File: config.mk
export PLATFORM = sky130hd
export DESIGN_NAME = reg_xfer_ctrl
export DESIGN_NICKNAME = d
export VERILOG_FILES = /design/src/rtl/reg_xfer_ctrl_pkg.sv /design/src/rtl/reg_xfer_ctrl_rr_arbiter.sv /design/src/rtl/reg_xfer_ctrl.sv
export SDC_FILE = /design/constraint.sdc
export NUM_CORES = 1
export LEC_CHECK = 0
export ABC_CLOCK_PERIOD_IN_PS = 3920
export CAP_MARGIN = 20
export CELL_PAD_IN_SITES_DETAIL_PLACEMENT = 0
export CELL_PAD_IN_SITES_GLOBAL_PLACEMENT = 1
export CORE_MARGIN = 5
export CORE_UTILIZATION = 26
export DETAILED_ROUTE_END_ITERATION = 12
export GPL_ROUTABILITY_DRIVEN = 0
export HOLD_SLACK_MARGIN = 0.02
export PLACE_DENSITY = 0.76
export SYNTH_ARGS = -nofsm -noshare
export SYNTH_HDL_FRONTEND = slang
export SYNTH_SLANG_ARGS = --single-unit
File: constraint.sdc
create_clock -name clock_i -period 3.92 [get_ports clock_i]
set_input_delay 0.784 -clock clock_i [delete_from_list [all_inputs] [get_ports clock_i]]
set_output_delay 0.784 -clock clock_i [all_outputs]
set_load 0.01 [all_outputs]
File: src/rtl/reg_xfer_ctrl_pkg.sv
// rtl/reg_xfer_ctrl_pkg.sv - shared types and helpers for the register transfer sequencer
// Contents: reg_op_e (per-register bus operation), xfer_state_e (sequencer FSM),
//   COUNT_W (width of the optional move counter), is_nop() (detects a move with no effect).
package reg_xfer_ctrl_pkg;

  typedef enum logic [1:0] {
    NONE   = 2'd0,
    ENABLE = 2'd1,
    LOAD   = 2'd2
  } reg_op_e;

  typedef enum logic [1:0] {
    XS_IDLE,
    XS_PREP,
    XS_XFER,
    XS_DONE_NOP
  } xfer_state_e;

  localparam int unsigned COUNT_W = 16;

  // A move is a no-op when it targets its own source or names a register that does not exist.
  function automatic logic is_nop(input int unsigned src, input int unsigned dst,
                                  input int unsigned num_regs);
    return (src == dst) || (src >= num_regs) || (dst >= num_regs);
  endfunction

endpackage

File: src/rtl/reg_xfer_ctrl_rr_arbiter.sv
// rtl/reg_xfer_ctrl_rr_arbiter.sv - round-robin arbiter with a rotating priority pointer
// Ports: clock_i, reset_i (async, active-high); req_i[N] request vector; advance_i moves
//   the pointer just past the current winner; grant_o one-hot winner; grant_idx_o its index.
module rr_arbiter #(
  parameter  int N  = 2,
  localparam int IW = (N > 1) ? $clog2(N) : 1
) (
  input  logic          clock_i,
  input  logic          reset_i,
  input  logic [N-1:0]  req_i,
  input  logic          advance_i,
  output logic [N-1:0]  grant_o,
  output logic [IW-1:0] grant_idx_o
);

  logic [IW-1:0] ptr_q, ptr_d;
  logic          found;

  // First pass searches from the pointer upward, second pass wraps around to index 0.
  always_comb begin
    grant_o     = '0;
    grant_idx_o = '0;
    found       = 1'b0;
    for (int i = 0; i < N; i++) begin
      if (!found && req_i[i] && (IW'(i) >= ptr_q)) begin
        found       = 1'b1;
        grant_o[i]  = 1'b1;
        grant_idx_o = IW'(i);
      end
    end
    for (int i = 0; i < N; i++) begin
      if (!found && req_i[i]) begin
        found       = 1'b1;
        grant_o[i]  = 1'b1;
        grant_idx_o = IW'(i);
      end
    end
  end

  always_comb begin
    ptr_d = ptr_q;
    if (advance_i) begin
      ptr_d = (grant_idx_o == IW'(N - 1)) ? '0 : grant_idx_o + IW'(1);
    end
  end

  always_ff @(posedge clock_i or posedge reset_i) begin
    if (reset_i) begin
      ptr_q <= '0;
    end else begin
      ptr_q <= ptr_d;
    end
  end

endmodule

File: src/rtl/reg_xfer_ctrl.sv
// rtl/reg_xfer_ctrl.sv - sequences register-to-register moves over the shared 8-bit bus
// Ports: clock_i, reset_i (async, active-high); req_valid_i/req_src_i/req_dst_i per requester;
//   req_ready_o one-hot accept; reg_op_o per-register NONE/ENABLE/LOAD; busy_o; xfer_done_o
//   pulse with xfer_err_o marking a no-op move. Optional REG_XFER_COUNT_EN adds xfer_count_o.
module reg_xfer_ctrl
  import reg_xfer_ctrl_pkg::*;
#(
  parameter  int NUM_REGS = 4,
  parameter  int NUM_REQ  = 2,
  localparam int IDX_W    = (NUM_REGS > 1) ? $clog2(NUM_REGS) : 1,
  localparam int RIW      = (NUM_REQ > 1) ? $clog2(NUM_REQ) : 1
) (
  input  logic                           clock_i,
  input  logic                           reset_i,
  input  logic [NUM_REQ-1:0]             req_valid_i,
  input  logic [NUM_REQ-1:0][IDX_W-1:0]  req_src_i,
  input  logic [NUM_REQ-1:0][IDX_W-1:0]  req_dst_i,
  output logic [NUM_REQ-1:0]             req_ready_o,
  output reg_op_e [NUM_REGS-1:0]         reg_op_o,
  output logic                           busy_o,
  output logic                           xfer_done_o,
  output logic                           xfer_err_o
`ifdef REG_XFER_COUNT_EN
  ,
  output logic [COUNT_W-1:0]             xfer_count_o
`endif
);

  xfer_state_e      state_q, state_d;
  logic [IDX_W-1:0] src_q, src_d;
  logic [IDX_W-1:0] dst_q, dst_d;
  logic             done_q, done_d;
  logic             err_q, err_d;

  logic [NUM_REQ-1:0] grant;
  logic [RIW-1:0]     grant_idx;
  logic               accept;
  logic [IDX_W-1:0]   sel_src, sel_dst;

  rr_arbiter #(.N(NUM_REQ)) u_arb (
    .clock_i     (clock_i),
    .reset_i     (reset_i),
    .req_i       (req_valid_i),
    .advance_i   (accept),
    .grant_o     (grant),
    .grant_idx_o (grant_idx)
  );

  assign req_ready_o = (state_q == XS_IDLE) ? grant : '0;
  assign accept      = |(req_valid_i & req_ready_o);
  assign sel_src     = req_src_i[grant_idx];
  assign sel_dst     = req_dst_i[grant_idx];

  always_comb begin
    state_d = state_q;
    src_d   = src_q;
    dst_d   = dst_q;
    case (state_q)
      XS_IDLE: begin
        if (accept) begin
          src_d   = sel_src;
          dst_d   = sel_dst;
          state_d = is_nop(32'(sel_src), 32'(sel_dst), NUM_REGS) ? XS_DONE_NOP : XS_PREP;
        end
      end
      XS_PREP:     state_d = XS_XFER;
      XS_XFER:     state_d = XS_IDLE;
      XS_DONE_NOP: state_d = XS_IDLE;
      default:     state_d = XS_IDLE;
    endcase
  end

  // The done pulse is registered so it lands in the cycle after the move's last state.
  assign done_d = (state_q == XS_XFER) || (state_q == XS_DONE_NOP);
  assign err_d  = (state_q == XS_DONE_NOP);

  // Source stays enabled through XFER so the bus is stable at the destination's load edge.
  always_comb begin
    for (int i = 0; i < NUM_REGS; i++) begin
      reg_op_o[i] = NONE;
      if (((state_q == XS_PREP) || (state_q == XS_XFER)) && (IDX_W'(i) == src_q)) begin
        reg_op_o[i] = ENABLE;
      end else if ((state_q == XS_XFER) && (IDX_W'(i) == dst_q)) begin
        reg_op_o[i] = LOAD;
      end
    end
  end

  assign busy_o      = (state_q == XS_PREP) || (state_q == XS_XFER);
  assign xfer_done_o = done_q;
  assign xfer_err_o  = err_q;

  always_ff @(posedge clock_i or posedge reset_i) begin
    if (reset_i) begin
      state_q <= XS_IDLE;
      src_q   <= '0;
      dst_q   <= '0;
      done_q  <= 1'b0;
      err_q   <= 1'b0;
    end else begin
      state_q <= state_d;
      src_q   <= src_d;
      dst_q   <= dst_d;
      done_q  <= done_d;
      err_q   <= err_d;
    end
  end

`ifdef REG_XFER_COUNT_EN
  logic [COUNT_W-1:0] cnt_q;

  // Counts at the XFER exit edge, the same edge that raises xfer_done for a real move.
  always_ff @(posedge clock_i or posedge reset_i) begin
    if (reset_i) begin
      cnt_q <= '0;
    end else if (state_q == XS_XFER) begin
      cnt_q <= cnt_q + COUNT_W'(1);
    end
  end

  assign xfer_count_o = cnt_q;
`endif

endmodule

==> impl_metrics.yaml <==
cts:
  cts_root_buf: "clkbuf_4"
  worstSkewPairLatency_ns: 0.26
  clockBufferDepth: 2
  cts.clk_slew.worst_paths_ns: 0.06
  cts_tree: "built"
  cts_setup_buffers: 0
  cts_inserted_buffers: 3
  cts.repair.resized: 0
  holdBufCountCts: 0
  htree_levels: 1
  clock-sinks: 9
critical_path:
  path_class: "in2out"
  cp_max_fo: 9
  path_common_cell: "clkdlybuf4s50_1"
  arrival_ns: 2.41
  crit_end: "req_ready_o[1]"
  crit_start: "req_valid_i[1]"
  r2r_cells: 5
  max_stage_delay_ns: 0.65
  cpMaxStageDelayCell: "clkdlybuf4s50_1"
  cp-start-kind: "input port"
  r2r-start: "state_q[0]$_DFFE_PP0P_"
  worst_r2r_endpoint: "state_q[1]$_DFFE_PP0P_"
  r2r_slack_ns: 2.29
  critPathRequiredTime_ns: 3.14
  critPathCaptureType: "output port"
  path_cells: "clkdlybuf4s50_1 -> inv_1 -> nor3b_1 -> clkdlybuf4s50_1"
layout:
  register_area_um2: 225
  nets: 111
  area_growth_pct: 43.3
  multi_input_area_um2: 384
  drive_above_1_share_pct: 8.60
  fillerInstances: 265
  num_antenna_cells: 0
route:
  drc: 0
  dr.first_iter.drc_count: 9
  vias: 575
  antenna_left: 0
  first_pass_iters: 4
  wl_per_cell_um: 12.0
  routed_wl_mm: 1.48
  vias_per_cell: 4.67
pwr:
  p_sw_share_pct: 39.0
  vdd_drop_max_mv: 0.275
  p_total_mw: 0.606
  total_leakage_power_nw: 0.373
  clkPwrFrac_pct: 11.8
  p_per_area_nw_per_um2: 651
  seqPwrFrac_pct: 30.2
  power.switching_mw: 0.237
  p_comb_share_pct: 58.0
  p_int_mw: 0.370
global_routing:
  grt_pass1_wl_mm: 2.53
  grt-ovfl-total: 0
  antenna_found_initial: 0
  grt_max_degree: 12
  grt_pass1_vias: 564
  track_usage_pct: 9.45
placed_design:
  portBuffers: 24
  dpl.hpwl_mm: 1.24
die:
  core_area_um2: 2430
  pin_count: 25
  dieArea_um2: 3600
  rows: 18
  dieWidth_um: 60.0
  initial_core_util_pct: 26.7
  die-height_um: 60.0
sta:
  worst_clock_skew_ns: 0.00578
  rsz0062_at_grt: "no"
  worst_pin_slew_ns: 0.364
  timing.slew.headroom_pct: 75.7
  fin_tns_setup_ns: 0
  hold_viol_final: 0
  report.final.slew_viol_count: 0
  fin_crit_ns: 3.20
  fmax_ghz: 0.313
  setup_viol: 0
  post-route-period-util_pct: 81.6
synth:
  syn_avg_cell_area_um2: 9.71
  ys_seq_elements: 9
  syn_area_um2: 651
  yosysUniqueCellTypes: 27
  yosysSeqAreaShare_pct: 34.6
  synth_fp_nets: 84
  synthCells: 67
  synth_warnings: 0
worst_hold_path:
  hold_class: "reg2reg"
  min_from: "state_q[0]$_DFFE_PP0P_"
status:
  run_status: "finished clean"
flow_run:
  cap_violations: 0
==> logic make-up after synthesis <==
| logic type | synth area share [%] |
|---|---|
| DFF | 34.6 |
| and+or+nand+nor | 25.2 |
| buffers and inverters | 6.35 |
| xor gates and xnor gates | 5.38 |
| adders and majority gates | 9.62 |
| muxes | 1.54 |
| AOI/OAI and AO/OA | 17.3 |
==> routing by layer <==
metal | wire length (um) | GRT usage [%] | vias to the layer above
met1 | 629 | 11.4 | 258
li1 | - | - | 289
met3 | 116 | 2.16 | 4
met5 | 0 | 0 | -
met4 | 28 | 4.75 | 0
met2 | 703 | 15.6 | 24
==> metrics by stage <==
stage / instance area, um2 / util (%) / hold slack [ns] / cells / setup slack, ns
2_1_floorplan: 651 / - / 0.505 / 67 / 1.63
3_3_place_gp: 906 / 37.2 / 0.534 / 119 / 0.769
3_5_place_dp: 906 / 37.2 / 0.549 / 119 / 0.735
4_1_cts: 932 / 38.3 / 0.562 / 123 / 0.713
5_1_grt: 932 / 38.3 / 0.621 / 123 / 0.588
6_report: 932 / 38.3 / 0.566 / 123 / 0.723
==> layout by cell type (no fill, tap or decap) <==
cell / instances
nor3b_1: 3
inv_1: 5
nor3b_2: 1
a2bb2oi_2: 1
nor2_1: 5
a211oi_1: 1
a31oi_1: 5
and3b_1: 1
nand3b_1: 4
nor4b_1: 1
nor3_1: 1
clkbuf_4: 3
o21a_1: 1
o21ai_0: 4
and3_1: 1
nor2b_4: 1
ha_1: 5
dfrtp_1: 9
a21oi_1: 2
xnor2_1: 4
clkbuf_1: 1
nor2b_1: 1
mux2i_1: 1
clkdlybuf4s50_1: 24
o21ai_1: 1
o41ai_2: 1
or2_2: 1
nand2_1: 4
nor4bb_1: 1
==> worst max-delay path: cells and delay by family <==
kind | cells | cell delay [ns]
buffers and inverters | 3 | 1.41
and+or+nand+nor | 1 | 0.23
==> state kept, by name (all words and copies together) (netlist names) <==
| name | cells |
|---|---|
| u_arb.ptr_q | 1 |
| src_q | 2 |
| dst_q | 2 |
| xfer_done_o | 1 |
| xfer_err_o | 1 |
| state_q | 2 |
==> worst min-delay path by stage <==
stage	slack (ns)	depth (start not counted)	to
floorplan	0.50	2	state_q[0]$_DFFE_PP0P_
global placement	0.53	2	state_q[0]$_DFFE_PP0P_
detailed placement	0.55	2	state_q[0]$_DFFE_PP0P_
CTS	0.56	2	state_q[0]$_DFFE_PP0P_
global route	0.62	2	state_q[0]$_DFFE_PP0P_
finish	0.57	2	state_q[0]$_DFFE_PP0P_
==> layout make-up <==
type                    instances  share of cell area (%)
flip-flops and latches          9                    24.2
repair buffers                 24                    25.8
inverters                       5                    2.01
multi-input cells              51                    41.2
well taps                      30                    4.03
clock buffers                   4                    2.82
==> synth_stat cells <==
master | instances | area [um2]
a211oi_1 | 1 | 7.51
a21oi_1 | 2 | 10.0
a2bb2oi_2 | 1 | 15.0
a31oi_1 | 5 | 31.3
and3_1 | 1 | 6.26
and3b_1 | 1 | 8.76
buf_6 | 2 | 22.5
dfrtp_1 | 9 | 225
ha_1 | 5 | 62.6
inv_1 | 5 | 18.8
mux2i_1 | 1 | 10.0
nand2_1 | 4 | 15.0
nand3b_1 | 4 | 30.0
nor2_1 | 5 | 18.8
nor2b_1 | 1 | 6.26
nor2b_4 | 1 | 13.8
nor3_1 | 1 | 5.00
nor3b_1 | 3 | 22.5
nor3b_2 | 1 | 12.5
nor4b_1 | 1 | 8.76
nor4bb_1 | 1 | 10.0
o21a_1 | 1 | 7.51
o21ai_0 | 4 | 20.0
o21ai_1 | 1 | 5.00
o41ai_2 | 1 | 16.3
or2_2 | 1 | 6.26
xnor2_1 | 4 | 35.0
==> power groups by stage <==
stage                     registers (mW)  clock network, mW  logic (mW)
final                              0.183             0.0713       0.352
after global routing               0.191             0.0774       0.392
after CTS                          0.184             0.0740       0.359
after detailed placement           0.185                  0       0.357
after global placement             0.182                  0       0.352
after floorplan                    0.177                  0       0.214
Note: power is estimated with default switching activity, not from simulation.
